===== src/rtl/rob_commit.sv =====
// rob_commit: in-order retire stage for the ROB head, covering ALU writeback, store handoff and exception flush
module rob_commit #(
  parameter int WORD_SIZE = 32,
  parameter int REG_ADDR = 5,
  parameter int FLUSH_CYCLES = 2,
  parameter logic [WORD_SIZE-1:0] EXC_VECTOR = '0
) (
  input  logic                 clk,
  input  logic                 rst,
  input  logic                 head_valid,
  input  logic                 head_ready,
  input  logic                 head_exception,
  input  logic                 head_is_store,
  input  logic [REG_ADDR-1:0]  head_rd,
  input  logic [WORD_SIZE-1:0] head_value,
  input  logic [WORD_SIZE-1:0] head_addr,
  input  logic [WORD_SIZE-1:0] head_pc,
  output logic                 pop,
  output logic                 rf_we,
  output logic [REG_ADDR-1:0]  rf_waddr,
  output logic [WORD_SIZE-1:0] rf_wdata,
  output logic                 st_valid,
  output logic [WORD_SIZE-1:0] st_addr,
  output logic [WORD_SIZE-1:0] st_data,
  input  logic                 st_ack,
  output logic                 flush,
  output logic                 redirect_valid,
  output logic [WORD_SIZE-1:0] redirect_pc,
  output logic [WORD_SIZE-1:0] epc,
  output logic [31:0]          retired_count
);
  localparam int CW = $clog2(FLUSH_CYCLES) + 1;
  typedef enum logic [1:0] {RUN, STORE_WAIT, FLUSH} state_t;
  state_t state;
  logic [CW-1:0] flush_cnt;
  logic commit, alu;
  // Strobes are masked during rst so nothing retires while the block is being cleared
  always_comb begin
    commit = !rst && state == RUN && head_valid && head_ready;
    alu = commit && !head_exception && !head_is_store;
    pop = alu || (!rst && state == STORE_WAIT && st_ack);
    rf_we = alu && head_rd != '0;
    rf_waddr = alu ? head_rd : '0;
    rf_wdata = alu ? head_value : '0;
  end
  always_ff @(posedge clk) begin
    if (rst) begin
      state <= RUN;
      st_valid <= 1'b0;
      st_addr <= '0;
      st_data <= '0;
      flush <= 1'b0;
      flush_cnt <= '0;
      redirect_valid <= 1'b0;
      redirect_pc <= '0;
      epc <= '0;
      retired_count <= '0;
    end else begin
      retired_count <= retired_count + 32'(pop);
      redirect_valid <= 1'b0;
      case (state)
        RUN:
          if (commit && head_exception) begin
            epc <= head_pc;
            redirect_valid <= 1'b1;
            redirect_pc <= EXC_VECTOR;
            flush <= 1'b1;
            flush_cnt <= CW'(FLUSH_CYCLES - 1);
            state <= FLUSH;
          end else if (commit && head_is_store) begin
            st_addr <= head_addr;
            st_data <= head_value;
            st_valid <= 1'b1;
            state <= STORE_WAIT;
          end
        STORE_WAIT:
          if (st_ack) begin
            st_valid <= 1'b0;
            state <= RUN;
          end
        FLUSH:
          if (flush_cnt == '0) begin
            flush <= 1'b0;
            state <= RUN;
          end else flush_cnt <= flush_cnt - 1'b1;
        default: state <= RUN;
      endcase
    end
  end
endmodule

===== config.mk =====
export PLATFORM = sky130hd
export DESIGN_NAME = rob_commit
export DESIGN_NICKNAME = d
export VERILOG_FILES = /design/src/rtl/rob_commit.sv
export SDC_FILE = /design/constraint.sdc
export NUM_CORES = 1
export LEC_CHECK = 0
export ABC_AREA = 1
export BUFFER_PORTS_ARGS = -buffer_cell sky130_fd_sc_hd__clkbuf_2
export CAP_MARGIN = 20
export CORE_ASPECT_RATIO = 0.9
export CORE_MARGIN = 4
export CORE_UTILIZATION = 40
export CTS_CLUSTER_SIZE = 16
export DETAILED_ROUTE_END_ITERATION = 10
export GPL_ROUTABILITY_DRIVEN = 1
export PLACE_DENSITY = 0.72
export SYNTH_ARGS = -nofsm -noshare
export SYNTH_HDL_FRONTEND = slang
export SYNTH_SLANG_ARGS = --single-unit

===== constraint.sdc =====
create_clock -name clk -period 2.57 [get_ports clk]
set_input_delay 0.1285 -clock clk [delete_from_list [all_inputs] [get_ports clk]]
set_output_delay 0.1285 -clock clk [all_outputs]
set_load 0.03 [all_outputs]

# Word level (Yosys, flattened, before mapping)

Index checks and enable logic that the tools add are counted.

Bits in registers: 135
Input port bits: 108
Logic and storage cells: 66

$add $sub $neg: 2
Equality and inequality tests: 9
Muxes and demuxes: 18
Bitwise logic cells: 2
Reductions and logical operators: 26

Operators with widths:

| kind                  | count |
|---|---|
| $add A32 B1 Y32       | 1 |
| $mux W32              | 1 |
| $mux W2               | 6 |
| $reduce_and A3 Y1     | 4 |
| $logic_and A1 B1 Y1   | 10 |
| $ne A2 B2 Y1 const B  | 4 |
| $mux W1               | 6 |
| $pmux W2 S3           | 1 |
| $mux W5               | 1 |
| $reduce_bool A5 Y1    | 1 |
| $logic_not A2 Y1      | 2 |
| $ne A2 B1 Y1 const B  | 2 |
| $pmux W1 S2           | 2 |
| $pmux W2 S2           | 1 |
| $reduce_and A4 Y1     | 1 |
| $reduce_bool A2 Y1    | 2 |
| $logic_not A1 Y1      | 3 |
| $ne A3 B1 Y1 const B  | 1 |
| $eq A2 B1 Y1 const B  | 1 |
| $eq A2 B2 Y1 const B  | 1 |
| $not A1 Y1            | 2 |
| $reduce_and A2 Y1     | 1 |
| $reduce_or A2 Y1      | 1 |
| $sub A2 B1 Y2 const B | 1 |
| $logic_or A1 B1 Y1    | 1 |

# Logic depth before layout (Yosys ltp)

Word-level depth: 8
Depth in mapped cells: 16
Gate-level depth less buffers: 14

# Worst setup path before layout

No wires, ideal clock.

Path kind: flip-flop to flip-flop
From: register state[1]
To: register retired_count[20]
Arrival: 2.432 ns
Required time: 2.456 ns
Path slack: 0.025 ns
Stages on the path, launching flop included: 17
Clock period less this slack: 2.545 ns
Cells stage by stage: dfxtp_1 -> nor2_1 -> nand2_1 -> nor2_4 -> nand2_1 -> buf_2 -> buf_2 -> nand2_1 -> ha_1 -> ha_1 -> nand3_1 -> nor2_2 -> nand3_1 -> nor2_1 -> nand2_1 -> nand2_1 -> nor2_1

Cells in the longest elaborated chain, start to end: 8

Ends and longest elaborated chain:

| item                              | RTL line | RTL |
|---|---|---|
| start: declaration                | 34       | `state_t state;` |
| start signal: assignment          | 48       | `state <= RUN;` |
| start signal: assignment          | 69       | `state <= FLUSH;` |
| start signal: assignment          | 74       | `state <= STORE_WAIT;` |
| $logic_not A2 Y1                  | 39       | `commit = !rst && state == RUN && head_valid && head_ready;` |
| $logic_and A1 B1 Y1 (3 in series) | 39       |  |
| $logic_and A1 B1 Y1 (2 in series) | 40       | `alu = commit && !head_exception && !head_is_store;` |
| $logic_or A1 B1 Y1 *              | 41       | `pop = alu \|\| (!rst && state == STORE_WAIT && st_ack);` |
| named net pop                     | 18       | `output logic pop,` |
| $add A32 B1 Y32 *                 | 59       | `retired_count <= retired_count + 32'(pop);` |
| end signal: assignment            | 59       |  |
| end: declaration                  | 30       | `output logic [31:0] retired_count` |

The timed path passes the listed nets; every way through them passes the cells marked *.
A chain may end at the register's enable or synchronous reset.

# Worst setup path in the final report

From: register state[1]
To: register retired_count[20]

Cells in the longest elaborated chain, start to end: 8

Ends and longest elaborated chain:

| item                              | RTL line |
|---|---|
| $logic_not A2 Y1                  | 39 |
| $logic_and A1 B1 Y1 (3 in series) | 39 |
| $logic_and A1 B1 Y1 (2 in series) | 40 |
| $logic_or A1 B1 Y1 *              | 41 |
| $add A32 B1 Y32 *                 | 59 |

Mark *: on every way between the ends. The rest lies on a longest branch, timed or not.

==> metrics.md <==
| Metric | Value |
|---|---|
| # port buffers | 277 |
| Deepest clock path buffer count | 2 |
| Main synth FF type | dfxtp_1 |
| Number of antenna violations at the first check in global routing | 1 |
| Gr usage total | 0.2344 |
| EDFF count, synth | 0 |
| Iter 0 DRT Violations | 422 |
| Congestion Overflow GR | 0 |
| Post-DR wirelength/cell | 14.30 µm |
| Antenna Violating Nets Remaining | 0 |
| Hold Path End | st_data[0]$_SDFFE_PP0P_ |
| CP max-delay cell | dfxtp_1 |
| Rows | 42 |
| DP HPWL | 13390 µm |
| Share of power burned in registers | 0.409 |
| WP data required | 2880 ps |
| Worst slew pin tran | 986.7 ps |
| Vias/cell | 4.826 |
| Dpl cells | 1295 |
| Largest cells by area after synthesis | dfxtp_1 (45%), nor2_1 (11%), nand2_1 (10%) |
| Seq/Total Area, Yosys | 0.4469 |
| Layout Nets | 1323 |
| Peak VDD IR | 448.7 µV |
| Final Hold Fails | 0 |
| Synth cell types | 23 |
| Final Setup Violations | 0 |
| Synth Instances | 863 |
| Residual DRC | 0 |
| Postcts setup bufs | 0 |
| Largest net degree at the start of global routing | 93 |
| Capture point of the worst reg-to-reg path | retired_count[20]$_SDFF_PP0_ |
| CP Max Fanout | 6 |
| Internal | 0.003909 W |
| Post-Layout Cell Count | 1424 |
| Full die area | 17150 µm² |
| CORE AREA | 14770 µm² |
| Final min period | 2137 ps |
| Mapped Area | 6047 µm² |
| Status | completed |
| Chip height | 124.6 µm |
| Total CTS buffers | 17 |
| Clock skew | 7.541 ps |
| Relative slew slack | 0.3422 |
| Hold path start | head_value[0] |
| Setup repair after global routing missed its margin | false |
| Comb pwr share | 0.110 |
| H-tree Lvls | 4 |
| Clk sinks | 135 |
| Crit end category | flip-flop |
| Post-synthesis async set-or-reset flop share | 0 |
| Fmax | 468.0 MHz |
| Clock power frac | 0.481 |
| Kind of critical path | reg -> reg |
| First-pass GRT wire length | 32340 µm |
| Power Density | 584.7 nW/µm² |
| Fin. max-slew vios | 0 |
| Area leader, netlist | dfxtp_1 |
| Vias | 6872 |
| Post-synth top area share | 0.4469 |
| #FFs+latches synth | 135 |
| Reg2reg start | state[1]$_SDFFE_PP0P_ |
| Ys Warns | 0 |
| Vias in the first global route | 6501 |
| Drt total wl | 20370 µm |
| Clock-pin slew of the registers on the worst-case setup and hold paths | 60 ps |
| Max-Cap Viols | 0 |
| Area delta synth->final | 48.25% |
| Fin util | 0.6071 |
| Initial core utilization | 0.4095 |
| Crit-path cells | nor2_1 > nand2_1 > nor2_4 > nand2_1 > nand2_1 > ha_1 > ha_1 > nand3_1 > nor2_2 > nand3_1 > nor2_1 > nand2_1 > nand2_1 > nor2_1 |
| Final TNS setup | 0 ps |
| Root Driver | clkbuf_16 |
| R2R setup slack | 430 ps |
| Die width | 137.6 µm |
| R2R depth | 14 |
| Switching pwr | 0.001333 W |
| Avg Cell Area, Syn | 7.007 µm² |
| Most frequent cells in the layout | clkbuf_2 (276), nor2_1 (171), nand2_1 (161) |
| Net Sw Frac | 0.2543 |
| Placer congestion estimate | 0.9052 |
| Fraction of layout instances using a drive strength above 1 | 0.2678 |
| Worst-Skew Late Latency | 410 ps |
| Startpoint type of the worst setup path | flip-flop |
| Static Leak | 4.007 nW |
| Worst EP arrival | 2440 ps |
| Worst Hold Class | in -> reg |
| CP most frequent cell | nand2_1 |
| Most common cell after layout, fill and taps aside | clkbuf_2 |
| IO Count | 310 |
| CTS tree | yes |
| 1st-pass router iterations | 5 |
| Max stage delay on crit path | 340 ps |
| Worst hold stages | 3 |
| Tcrit/Tclk final | 0.8315 |
synthesized netlist by cell type, types with 3 or more instances:
| library cell | number |
|---|---|
| nor2_1 | 171 |
| a21oi_1 | 89 |
| nor3_1 | 4 |
| o21a_1 | 3 |
| inv_1 | 73 |
| dfxtp_1 | 135 |
| nand4_1 | 65 |
| nand2_1 | 161 |
| o21ai_0 | 41 |
| clkbuf_1 | 34 |
| buf_4 | 44 |
| ha_1 | 3 |
| nand3_1 | 21 |
| buf_2 | 6 |
area by class of cell:
| type | count | area (µm²) |
|---|---|---|
| clock inverter | 14 | 172.7 |
| inverter | 75 | 281.5 |
| sequential | 135 | 2703 |
| antenna | 1 | 2.502 |
| timing repair buffer | 383 | 2422 |
| fill | 1298 | 5802 |
| multi-input combinational | 600 | 2696 |
| tap | 198 | 247.7 |
| clock buffer | 18 | 439.2 |
power groups by stage:
stage | clock (W) | sequential, W | combinational, W
2_1_floorplan | 0 | 0.00225 | 0.000265
3_3_place_gp | 0 | 0.00219 | 0.000453
3_5_place_dp | 0 | 0.00219 | 0.000453
4_1_cts | 0.00257 | 0.00214 | 0.000568
5_1_grt | 0.00266 | 0.00215 | 0.000624
6_report | 0.00252 | 0.00214 | 0.000579
metal layers:
layer	track usage	wire (µm)	vias to the layer above
met4	0.1056	809	0
met5	0	0	-
met3	0.05331	1510	59
met2	0.3935	10110	322
met1	0.2820	7939	3063
li1	-	-	3428
state kept, by name, indices dropped and copies added (netlist names):
name	count
epc	32
retired_count	32
st_addr	32
st_data	32
flush_cnt	2
state	2
flush	1
redirect_valid	1
st_valid	1
how the worst max path moves through the flow:
stage	depth (start not counted)	start	end
after detailed placement	9	state[1]$_SDFFE_PP0P_	st_addr[1]$_SDFFE_PP0P_
after global routing	13	state[0]$_SDFFE_PP0P_	retired_count[20]$_SDFF_PP0_
after global placement	9	state[1]$_SDFFE_PP0P_	st_addr[20]$_SDFFE_PP0P_
after CTS	9	state[1]$_SDFFE_PP0P_	st_addr[1]$_SDFFE_PP0P_
after floorplan	16	state[1]$_SDFFE_PP0P_	retired_count[20]$_SDFF_PP0_
final	14	state[1]$_SDFFE_PP0P_	retired_count[20]$_SDFF_PP0_
logic make-up (layout without fill, tap and decap cells):
logic type	after synthesis	in the layout	synth area share
adder cells (fa/ha/maj)	3	3	0.006208
other	1	33	0.0006201
AO/OA/AOI/OAI	134	134	0.1124
flip-flops	135	135	0.4469
XOR/XNOR	4	4	0.005795
AND/OR/NAND/NOR	427	427	0.3009
buffers and inverters	159	490	0.1273
critical path: cells and delay by family (launching register included):
| family | cells | cell delay, ps |
|---|---|---|
| fa+ha+maj | 2 | 400 |
| simple gates | 12 | 1310 |
| flops | 1 | 340 |
metrics by stage:
step | total power (W) | instance area (µm²) | hold WS, ps | worst slack (ps)
2_1_floorplan | 0.002517 | 6163 | 292.9 | 24.71
3_3_place_gp | 0.002641 | 7390 | 378.4 | 470.4
3_5_place_dp | 0.002642 | 7390 | 384.0 | 425.9
4_1_cts | 0.005280 | 8962 | 1.657 | 432.2
5_1_grt | 0.005435 | 8965 | 23.57 | 150.4
6_report | 0.005241 | 8965 | 26.04 | 433.0
timing repair:
item,in CTS,in global routing
hold buffers,96,0
resized for setup,0,0
endpoints found under the hold margin,96,0
Note: power is estimated with default switching activity, not from simulation.
